$ cat src/rtl/matmul_stream.sv
// matmul_stream: streaming matrix multiplier C = A x B.
// A (ROWS_A x COLS_A) then B (COLS_A x COLS_B) arrive row-major on `in`;
// C is produced row-major on `out`, one element per output handshake,
// with one MAC per cycle while computing.
// Optional build macro: MATMUL_SAT_EN -- when defined, narrowing of the
// accumulator to OUT_WIDTH saturates; when undefined it wraps.
module matmul_stream #(
    parameter int ROWS_A     = 2,
    parameter int COLS_A     = 2,
    parameter int COLS_B     = 2,
    parameter int DATA_WIDTH = 16,
    // Derived accumulator width; not meant to be overridden.
    parameter int ACC_W      = 2 * DATA_WIDTH + $clog2(COLS_A) + 1,
    parameter int OUT_WIDTH  = ACC_W
) (
    input  logic                  clk,
    input  logic                  rst,
    input  logic                  signed_mode,
    input  logic [DATA_WIDTH-1:0] in,
    input  logic                  valid_in,
    output logic                  ready_in,
    output logic [OUT_WIDTH-1:0]  out,
    output logic                  valid_out,
    input  logic                  ready_out,
    output logic                  last
);

    localparam int NA  = ROWS_A * COLS_A;
    localparam int NB  = COLS_A * COLS_B;
    localparam int AAW = (NA > 1) ? $clog2(NA) : 1;
    localparam int BAW = (NB > 1) ? $clog2(NB) : 1;
    localparam int LW  = (AAW > BAW) ? AAW : BAW;
    localparam int IW  = (ROWS_A > 1) ? $clog2(ROWS_A) : 1;
    localparam int JW  = (COLS_B > 1) ? $clog2(COLS_B) : 1;
    localparam int KW  = (COLS_A > 1) ? $clog2(COLS_A) : 1;

    localparam logic [LW-1:0] NA_LAST = LW'(NA - 1);
    localparam logic [LW-1:0] NB_LAST = LW'(NB - 1);
    localparam logic [IW-1:0] I_LAST  = IW'(ROWS_A - 1);
    localparam logic [JW-1:0] J_LAST  = JW'(COLS_B - 1);
    localparam logic [KW-1:0] K_LAST  = KW'(COLS_A - 1);

    typedef enum logic [1:0] {
        LOAD_A  = 2'd0,
        LOAD_B  = 2'd1,
        COMPUTE = 2'd2,
        OUTPUT  = 2'd3
    } state_t;

    // Extend one operand to the accumulator width, sign or zero per mode.
    function automatic logic signed [ACC_W-1:0] ext(input logic [DATA_WIDTH-1:0] v,
                                                    input logic sgn);
        ext = {{(ACC_W-DATA_WIDTH){sgn & v[DATA_WIDTH-1]}}, v};
    endfunction

`ifdef MATMUL_SAT_EN
    // Clamp the accumulator into the OUT_WIDTH range of the active mode.
    function automatic logic [OUT_WIDTH-1:0] narrow(input logic signed [ACC_W-1:0] v,
                                                    input logic sgn);
        logic signed [ACC_W-1:0] hi;
        if (sgn) begin
            hi = v >>> (OUT_WIDTH - 1);
            if (hi == '0 || hi == '1) begin
                narrow = v[OUT_WIDTH-1:0];
            end else if (v[ACC_W-1]) begin
                narrow = {1'b1, {(OUT_WIDTH-1){1'b0}}};
            end else begin
                narrow = {1'b0, {(OUT_WIDTH-1){1'b1}}};
            end
        end else begin
            // Unsigned sums are never negative, so only the top needs a clamp.
            hi = v >>> OUT_WIDTH;
            if (hi == '0) begin
                narrow = v[OUT_WIDTH-1:0];
            end else begin
                narrow = {OUT_WIDTH{1'b1}};
            end
        end
    endfunction
`endif

    state_t                  st_q, st_d;
    logic [LW-1:0]           ld_q, ld_d;
    logic [IW-1:0]           i_q, i_d;
    logic [JW-1:0]           j_q, j_d;
    logic [KW-1:0]           k_q, k_d;
    logic signed [ACC_W-1:0] acc_q, acc_d;
    logic [OUT_WIDTH-1:0]    out_q, out_d;
    logic                    vo_q, vo_d;
    logic                    last_q, last_d;
    logic                    mode_q, mode_d;
    logic                    rdy_q, rdy_d;

    logic [DATA_WIDTH-1:0]   a_mem [0:(1<<AAW)-1];
    logic [DATA_WIDTH-1:0]   b_mem [0:(1<<BAW)-1];

    logic                    hs_in_s;
    logic [AAW-1:0]          a_idx_s;
    logic [BAW-1:0]          b_idx_s;
    logic signed [ACC_W-1:0] prod_s;
    logic signed [ACC_W-1:0] sum_s;
    logic [OUT_WIDTH-1:0]    nar_s;

    assign hs_in_s = valid_in & rdy_q;
    assign a_idx_s = AAW'(int'(i_q) * COLS_A + int'(k_q));
    assign b_idx_s = BAW'(int'(k_q) * COLS_B + int'(j_q));
    // Exact: the true product always fits in ACC_W signed bits.
    assign prod_s  = ext(a_mem[a_idx_s], mode_q) * ext(b_mem[b_idx_s], mode_q);
    assign sum_s   = ((k_q == '0) ? {ACC_W{1'b0}} : acc_q) + prod_s;

`ifdef MATMUL_SAT_EN
    assign nar_s = narrow(sum_s, mode_q);
`else
    assign nar_s = sum_s[OUT_WIDTH-1:0];
`endif

    assign ready_in  = rdy_q;
    assign out       = out_q;
    assign valid_out = vo_q;
    assign last      = last_q;

    // Operand storage written in arrival order; contents survive reset.
    always_ff @(posedge clk) begin
        if (hs_in_s && st_q == LOAD_A) a_mem[AAW'(ld_q)] <= in;
        if (hs_in_s && st_q == LOAD_B) b_mem[BAW'(ld_q)] <= in;
    end

    // Next-state logic: load sequencing, MAC stepping and output hand-off.
    always_comb begin
        st_d   = st_q;
        ld_d   = ld_q;
        i_d    = i_q;
        j_d    = j_q;
        k_d    = k_q;
        acc_d  = acc_q;
        out_d  = out_q;
        vo_d   = vo_q;
        last_d = last_q;
        mode_d = mode_q;
        case (st_q)
            LOAD_A: begin
                if (hs_in_s) begin
                    if (ld_q == '0) mode_d = signed_mode;
                    else            mode_d = mode_q;
                    if (ld_q == NA_LAST) begin
                        ld_d = '0;
                        st_d = LOAD_B;
                    end else begin
                        ld_d = ld_q + LW'(1);
                    end
                end else begin
                    ld_d = ld_q;
                end
            end
            LOAD_B: begin
                if (hs_in_s) begin
                    if (ld_q == NB_LAST) begin
                        ld_d = '0;
                        st_d = COMPUTE;
                    end else begin
                        ld_d = ld_q + LW'(1);
                    end
                end else begin
                    ld_d = ld_q;
                end
            end
            COMPUTE: begin
                acc_d = sum_s;
                if (k_q == K_LAST) begin
                    k_d    = '0;
                    out_d  = nar_s;
                    vo_d   = 1'b1;
                    last_d = (i_q == I_LAST) && (j_q == J_LAST);
                    st_d   = OUTPUT;
                end else begin
                    k_d = k_q + KW'(1);
                end
            end
            OUTPUT: begin
                if (ready_out) begin
                    vo_d   = 1'b0;
                    last_d = 1'b0;
                    if (last_q) begin
                        i_d  = '0;
                        j_d  = '0;
                        st_d = LOAD_A;
                    end else if (j_q == J_LAST) begin
                        j_d  = '0;
                        i_d  = i_q + IW'(1);
                        st_d = COMPUTE;
                    end else begin
                        j_d  = j_q + JW'(1);
                        st_d = COMPUTE;
                    end
                end else begin
                    st_d = OUTPUT;
                end
            end
            default: begin
                st_d = LOAD_A;
            end
        endcase
        rdy_d = (st_d == LOAD_A) || (st_d == LOAD_B);
    end

    // State, counter and output registers; reset discards any partial matrix.
    always_ff @(posedge clk or negedge rst) begin
        if (!rst) begin
            st_q   <= LOAD_A;
            ld_q   <= '0;
            i_q    <= '0;
            j_q    <= '0;
            k_q    <= '0;
            acc_q  <= '0;
            out_q  <= '0;
            vo_q   <= 1'b0;
            last_q <= 1'b0;
            mode_q <= 1'b0;
            rdy_q  <= 1'b0;
        end else begin
            st_q   <= st_d;
            ld_q   <= ld_d;
            i_q    <= i_d;
            j_q    <= j_d;
            k_q    <= k_d;
            acc_q  <= acc_d;
            out_q  <= out_d;
            vo_q   <= vo_d;
            last_q <= last_d;
            mode_q <= mode_d;
            rdy_q  <= rdy_d;
        end
    end

endmodule

$ cat config.mk
export PLATFORM = sky130hd
export DESIGN_NAME = matmul_stream
export DESIGN_NICKNAME = d
export VERILOG_FILES = /design/src/rtl/matmul_stream.sv
export SDC_FILE = /design/constraint.sdc
export NUM_CORES = 1
export LEC_CHECK = 0
export ABC_AREA = 0
export CAP_MARGIN = 20
export CORE_MARGIN = 2
export CORE_UTILIZATION = 35
export DETAILED_ROUTE_END_ITERATION = 7
export GPL_TIMING_DRIVEN = 1
export PLACE_DENSITY_LB_ADDON = 0.3
export SLEW_MARGIN = 10
export SYNTH_ARGS = -nofsm -noshare
export SYNTH_HDL_FRONTEND = slang
export SYNTH_SLANG_ARGS = --single-unit
$ cat constraint.sdc
create_clock -name clk -period 8.1 [get_ports clk]
set_clock_uncertainty 0.15 [all_clocks]
set_input_delay 2.025 -clock clk [delete_from_list [all_inputs] [get_ports clk]]
set_output_delay 2.025 -clock clk [all_outputs]
set_load 0.02 [all_outputs]
# Word-level counts from Yosys, hierarchy flattened
# Memories as Yosys holds them, arrays and structs flattened.
# Cells that the tools add are included.
# op_classes
mul,1
n_reduce_logical,16
addsub,7
n_bitwise,3
n_eq_ne,7
n_mux,24
# ops
operator,n
$add A34 B34 Y34,1
$mul A17 B17 Y34,1
$mux W34,1
$mux W2,8
$mux W1,12
$reduce_and A3 Y1,3
$pmux W2 S4,1
$eq A2 B2 Y1 const B,3
$logic_not A2 Y1,3
$reduce_and A2 Y1,3
$add A2 B1 Y2,2
$eq A2 B1 Y1 const B,2
$ne A2 B2 Y1 const B,2
$pmux W1 S2,2
$reduce_bool A2 Y1,2
$add A1 B1 Y1 const B,3
$and A1 B1 Y1,3
$logic_and A1 B1 Y1,3
$add A2 B1 Y2 const B,1
$reduce_or A2 Y1,1
$logic_or A1 B1 Y1,1
# totals
elab_cells,71
out_inout_bits,37
ramBits,128
ff_bits,79
mem_count,2
# memory_table
name,depth,word_bits,rd,rd_clocked_by_memory_dff,wr,line,rtl
a_mem,4,16,1,0,1,94,logic [DATA_WIDTH-1:0] a_mem [0:(1<<AAW)-1];
b_mem,4,16,1,0,1,95,logic [DATA_WIDTH-1:0] b_mem [0:(1<<BAW)-1];

# Longest topological paths before layout
# Gate-level depths: netlist of run 1.
# logic_depth
depth_word,6
depth_mapped,30

# Least setup slack after synthesis of run 1
# No wires, ideal clock.
# synth_timing
kind,register to register
startpoint,register j_q
endpoint,register acc_q[31]
path_stages_with_launch,26
arrival_time_ps,7830
t_required_ps,7817
n_path_buf,3
synth_period_minus_slack_ps,8113
slack_ps,-13
cell_sequence,dfrtp_1 clkbuf_1 buf_1 clkbuf_1 o21ai_1 nor2_1 fa_1 inv_1 fa_1 fa_1 fa_1 inv_1 fa_1 inv_1 fa_1 inv_1 ha_1 a21oi_1 o21ai_0 a311oi_1 nand2_1 o21ai_1 a31oi_1 a311oi_1 xor2_1 o21ai_1
# synth_via
elab_chain_cells,5
# synth_rtl
item,line,rtl
"start, declared",85,"logic [JW-1:0] j_q, j_d;"
"start signal, assigned",224,j_q <= j_d;
$add A2 B1 Y2 (*),106,assign b_idx_s = BAW'(int'(k_q) * COLS_B + int'(j_q));
$mem_v2 Z4 W16 (*),-,
$and A1 B1 Y1,53,"ext = {{(ACC_W-DATA_WIDTH){sgn & v[DATA_WIDTH-1]}}, v};"
$mul A17 B17 Y34 (*),108,"assign prod_s = ext(a_mem[a_idx_s], mode_q) * ext(b_mem[b_idx_s], mode_q);"
$add A34 B34 Y34 (*),109,assign sum_s = ((k_q == '0) ? {ACC_W{1'b0}} : acc_q) + prod_s;
"end signal, assigned",214,acc_q <= '0;
"end signal, assigned",226,acc_q <= acc_d;
"end, declared",87,"logic signed [ACC_W-1:0] acc_q, acc_d;"
# Mark *: on every way between the ends. The rest lies on a longest branch, timed or not.
# A chain may end at the register's enable or synchronous reset.

# Final worst setup path of run 1
# layout_timing
startpoint,register k_q
endpoint,"register out_q[31], in the netlist out[31]"
# layout_via
elab_chain_cells,5
elab_cells_between_ends,10
classes_between,add/sub: 3; mul: 1; mux: 1; bitwise: 2; reduce/logical: 1; memory: 2
# layout_rtl
item,line,rtl
"start, declared",86,"logic [KW-1:0] k_q, k_d;"
"start signal, assigned",225,k_q <= k_d;
$add A2 B1 Y2 (on tied branches),"105, 106",
$mem_v2 Z4 W16 (on tied branches),-,
$and A1 B1 Y1,53,
$mul A17 B17 Y34,108,
$add A34 B34 Y34,109,
"end signal, assigned",227,out_q <= out_d;
"end, declared",88,"logic [OUT_WIDTH-1:0] out_q, out_d;"
# Parallel ways exist; a longest one is shown, timed or not.

==> metrics.yaml, run 1 <==
run_status:
  status: "complete, no violations"
cells_and_area:
  syn2layout_area_growth_pct: 12.1
  nNetsFinal: 2476
  drive_above_1_share: 0.0637
  stdcell_count: 2791
  insertedDiodeCount: 0
worst_setup_path:
  worstSetupPathType: "reg -> reg"
  worstPathRequired_ns: 8.35
  reg2reg_to: "out[31]"
  reg2reg_slack_ns: 0.39
  crit_path_end_kind: "flop"
  ff2ff_path_depth: 22
  cp-start-kind: "flop"
  arrival_ns: 7.96
  crit_path_max_fanout: 10
  r2r_start: "k_q"
  crit_start: "k_q"
synth:
  async_reset_ff_frac: 0.382
  syn_area_um2: 20300
  yosys-top-cells-count: "inv_1, fa_1, nand2_1"
  synthCells: 1952
  ys_warn_count: 0
  synth_edf_count: 128
  synth_seq_cells: 207
  ys_seq_area_frac: 0.287
  yosysMostFrequentCell: "inv_1"
  yosys.cell_types.count: 51
  ys.flop_type: "edfxtp_1"
  yosys.area.top_type_share: 0.335
  avgSynthCellArea_um2: 10.4
  synth_area_leaders: "fa_1, edfxtp_1, dfrtp_1"
  synthesis.nets: 2418
  synth_top_cell_by_area: "fa_1"
min_path:
  hold_depth: 2
  hold_path_end: "acc_q[12]"
  hp-start: "acc_q[12]"
  hp-class: "reg -> reg"
detailed_routing:
  detail_route.first_pass.iterations: 5
  drc_errors: 0
  via_per_inst: 4.66
  drt_iter0_drc: 876
  antenna_left: 0
  vias: 13011
  wl_per_cell_um: 17.9
  wl_um: 50100
clock_tree:
  clockRootBuffer: "clkbuf_16"
  htreeDepth: 1
  cts_tree: "done"
  clock_path_buffers: 3
  path_clk_slew_ns: 0.06
  numCtsBuffers: 23
  clock_latency_ns: 0.55
  cts-hold-fix-buffers: 0
  clkSinkCount: 207
grt:
  top_usage_layer: "met2"
  grt_max_degree: 68
  first_global_vias: 14307
  grt_usage: 0.177
  use_met2: 0.291
  use_met3: 0.0212
  overflow: 0
  antenna_found_initial: 0
  grt_first_pass_wirelength_um: 82100
  grt_use_met1: 0.251
sta:
  period_needed_ns: 7.71
  post-route-period-util: 0.951
  slew_violations: 0
  setup_slack_ns: 0.393
  worst_slew_pin_slew_ns: 1.02
  setup_violations: 0
  report.final.hold_viol_count: 0
  grt_setup_unrepaired: "no"
  max_slew_margin: 0.319
  fmax_ghz: 0.130
placement:
  dpl_worst_slack_ns: -0.0447
  portBuffers: 57
  gp_congestion: 0.876
  dp_hpwl_um: 40400
  dp.cells: 2745
floorplan:
  dieArea_um2: 59900
  io_pins: 58
  die_h_um: 245
  num_rows: 88
  die_x_um: 245
  core-area_um2: 57500
  start_util: 0.353
run:
  maxCapViolCount: 0
## routing by layer
| metal | part of all wire | wire length (um) |
|---|---|---|
| met5 | 0 | 0 |
| met4 | 0.022 | 1110 |
| met3 | 0.042 | 2110 |
| met2 | 0.47 | 23700 |
| met1 | 0.46 | 23200 |
## layout make-up
class / count / area (um2)
Clock buffer: 27 / 611
Clock inverter: 14 / 195
Fill cell: 5707 / 34700
Inverter: 461 / 1730
Multi-Input combinational cell: 1217 / 12500
Sequential cell: 207 / 5830
Tap cell: 765 / 957
Timing Repair Buffer: 100 / 916
## flip-flops by register name (all words and copies together) (netlist names)
| signal | count |
|---|---|
| last | 1 |
| st_q | 2 |
| b_mem | 64 |
| acc_q | 34 |
| a_mem | 64 |
| j_q | 1 |
| out | 34 |
| ld_q | 2 |
| k_q | 1 |
| valid_out | 1 |
| mode_q | 1 |
| ready_in | 1 |
| i_q | 1 |
## cells by family (layout without fill, tap and decap cells)
kind of cell,count (synthesis),after routing,share of synthesized area
AND/OR/NAND/NOR,509,509,0.108
flip-flops,207,207,0.287
AO/OA/AOI/OAI,166,166,0.0500
multiplexers,55,55,0.0384
XOR/XNOR,42,42,0.0181
adder cells (fa/ha/maj),445,445,0.400
buffers and inverters,528,602,0.0980
## worst max-delay path, cell delays in order, from the launching register on
cell and delay, ns:
dfrtp_4 0.50, mux4_2 0.67, and2_1 0.31, nand2_1 0.13, inv_1 0.11, fa_1 0.71, inv_1 0.18, fa_1 0.52
inv_1 0.25, fa_1 0.49, fa_1 0.52, fa_1 0.49, inv_1 0.05, fa_1 0.48, inv_1 0.04, ha_1 0.36
nor2b_1 0.17, o21ai_0 0.28, nor2b_1 0.24, a31oi_1 0.21, a311oi_1 0.37, xor2_1 0.23, o21ai_1 0.08
## stage by stage
step	area (um2)	hold WS, ns	setup TNS (ns)	util
after floorplan	20300	0.288	0	-
after global placement	21900	0.302	0	0.380
after detailed placement	21900	0.315	-0.0807	0.380
after CTS	22700	0.330	0	0.395
after global routing	22700	0.355	0	0.395
final	22700	0.324	0	0.395
## worst max-delay path by stage
stage	end	slack [ns]	cells after the start
4_1_cts	out[31]	0.17	24
5_1_grt	acc_q[31]	0.03	22
2_1_floorplan	acc_q[31]	0.49	25
3_3_place_gp	out[31]	0.03	23
6_report	out[31]	0.39	22
3_5_place_dp	out[31]	-0.04	24
## layout by cell type, fill, tap and decap left out, types with 4 or more instances in the layout
cell type          n
inv_1            455
fa_1             339
nand2_1          264
edfxtp_1         128
nor2_1           122
ha_1             106
dfrtp_1           77
and2_1            68
o21ai_1           67
clkdlybuf4s50_1   56
buf_4             42
xnor2_1           26
clkbuf_16         23
a21oi_1           22
o21ai_0           21
mux2i_1           16
o21a_1            16
mux4_2            16
xor2_1            16
mux2_2            12
mux2_1            11
nor3_1            11
nor2b_1           10
a21o_1             9
and3_1             8
nand2b_1           7
nand3_1            7
inv_2              6
clkinv_2           5
bufinv_16          4
## timing repair
item,CTS,global route
gates resized for setup,1,4
endpoints found under the setup margin,3,11
endpoints found under the hold margin,0,0
setup buffers,0,5
Power of run 1 is left out: the tool's default activity adds up to more than one toggle a clock period on the data nets, which glitch-free logic cannot reach.
==> inputs of run 2 (changes only) <==
Settings changed: GPL_ROUTABILITY_DRIVEN set to 0.
==> run 2 against run 1 <==
  * Setup slack better by 0.017 ns
  * Critical path depth increased by 2
  * Cell count down 0.18%
  * Utilization down 0.15 points
  * Maximum frequency up 0.22%
  * Count of clock-buffer cells in the layout increased by 2
  * Global-route usage up 0.10 points
  * Die area stayed put
  * Critical endpoint unchanged
  * Highest routed layer unchanged
==> metrics.yaml, run 2 (same netlist as run 1, synthesis figures left out) <==
run_status:
  status: "complete, no violations"
cells_and_area:
  drive_above_1_share: 0.0623  # -0.00133
  insertedDiodeCount: 0  # unchanged
  final_common_cell: "inv_1"
  final_cell_mix: "inv_1, fa_1, nand2_1, edfxtp_1, nor2_1"
  syn2layout_area_growth_pct: 11.7
  reg.largest.list: "a_mem x64, b_mem x64"
  nNetsFinal: 2471  # -0.20%
grt:
  first_global_vias: 14592  # +2.0%
  grt_first_pass_wirelength_um: 83100  # +1.3%
  grt_max_degree: 68  # unchanged
  antenna_found_initial: 0  # unchanged
  grt_usage: 0.178  # +0.00102
  overflow: 0  # unchanged
placement:
  dp_hpwl_um: 40300  # -0.28%
  portBuffers: 57  # unchanged
worst_setup_path:
  crit_path_end_kind: "flop"
  worstPathRequired_ns: 8.37  # +0.02 ns
  cp-start-kind: "flop"
  worstSetupPathType: "reg -> reg"
  reg2reg_slack_ns: 0.41  # +0.02 ns
  crit_path_max_fanout: 15  # +5
  crit_start: "k_q"
  r2r_start: "k_q"
  arrival_ns: 7.96  # about the same
detailed_routing:
  wl_um: 50500  # +0.92%
  wl_per_cell_um: 18.1  # +1.1%
  via_per_inst: 4.73  # +1.6%
  drt_iter0_drc: 802  # -8.4%
  antenna_left: 0  # unchanged
  drc_errors: 0  # unchanged
  detail_route.first_pass.iterations: 6  # +1
  vias: 13191  # +1.4%
clock_tree:
  clock_latency_ns: 0.57  # +0.02 ns
  cts_tree: "done"
  clock_path_buffers: 3  # unchanged
  clkSinkCount: 207  # unchanged
  numCtsBuffers: 22  # -4.3%
  path_clk_slew_ns: 0.06  # about the same
  htreeDepth: 1  # unchanged
  clockRootBuffer: "clkbuf_16"
  cts-hold-fix-buffers: 0  # unchanged
sta:
  tns_ns: 0  # unchanged
  post-route-period-util: 0.949  # -0.00211
  hold_ws_ns: 0.316  # -0.00783 ns
  grt_setup_unrepaired: "no"
  worst_slew_pin_slew_ns: 1.05  # +0.0272 ns
  fmax_ghz: 0.130  # +0.22%
  max_slew_margin: 0.301  # -0.0182
  setup_violations: 0  # unchanged
  period_needed_ns: 7.69  # -0.0171 ns
  slew_violations: 0  # unchanged
  report.final.hold_viol_count: 0  # unchanged
floorplan:
  start_util: 0.353  # unchanged
  dieArea_um2: 59900  # unchanged
  die_h_um: 245  # unchanged
  io_pins: 58  # unchanged
  core-area_um2: 57500  # unchanged
  die_x_um: 245  # unchanged
  num_rows: 88  # unchanged
min_path:
  hp-start: "acc_q[0]"
  hp-class: "reg -> reg"
run:
  maxCapViolCount: 0  # unchanged
[run 2: metrics by stage]
stage	utilization	setup slack, ns	cell area (um2)	std cells
after global placement	0.380	-0.0108	21800	2743
after global routing	0.394	0.0353	22600	2786
after floorplan	-	0.493	20300	1952
after detailed placement	0.380	0.0127	21800	2743
after CTS	0.393	0.151	22600	2783
final	0.394	0.410	22600	2786
[run 2: timing repair]
item / CTS / global route
resized for setup: 1 / 7
hold endpoints to repair: 0 / 0
setup buffers: 0 / 3
endpoints found under the setup margin: 2 / 8
[run 2: final timing paths]
check | endpoint | cells past startpoint
setup / recovery | out[31] | 24
hold / removal | acc_q[0] | 2
setup reg to reg | out[31] | 24
hold reg to reg | acc_q[0] | 2
max in group asynchronous | k_q | 2
min in group asynchronous | out[21] | 1
[run 2: cell type report]
class                           count  area (um2)
Tap cell                          765         957
Timing Repair Buffer               96         873
Clock buffer                       29         607
Fill cell                        5679       34800
Sequential cell                   207        5830
Clock inverter                     11         146
Inverter                          461        1730
Multi-Input combinational cell   1217       12500
[run 2: worst max-delay path, stage by stage, from the launching register on]
cell and delay, ns:
dfrtp_4 0.58, buf_4 0.31, mux2_2 0.38, o21a_1 0.36, and2_1 0.25, fa_1 0.50
inv_1 0.06, fa_1 0.57, fa_1 0.47, fa_1 0.55, inv_1 0.05, fa_1 0.49
inv_1 0.05, fa_1 0.49, inv_1 0.05, ha_1 0.36, a21oi_1 0.18, o21ai_1 0.12
a311oi_1 0.28, nand2_1 0.23, o21ai_2 0.27, a31oi_2 0.17, a311oi_1 0.33, xor2_1 0.23
o21ai_1 0.08
[run 2: layer usage]
| layer | GRT usage | routed length (um) | up-vias |
|---|---|---|---|
| li1 | - | - | 6039 |
| met1 | 0.247 | 22800 | 6779 |
| met2 | 0.297 | 23900 | 311 |
| met3 | 0.0232 | 2560 | 62 |
| met4 | 0.0445 | 1250 | 0 |
| met5 | 0 | 0 | - |
Power of run 2 is left out for the same reason.
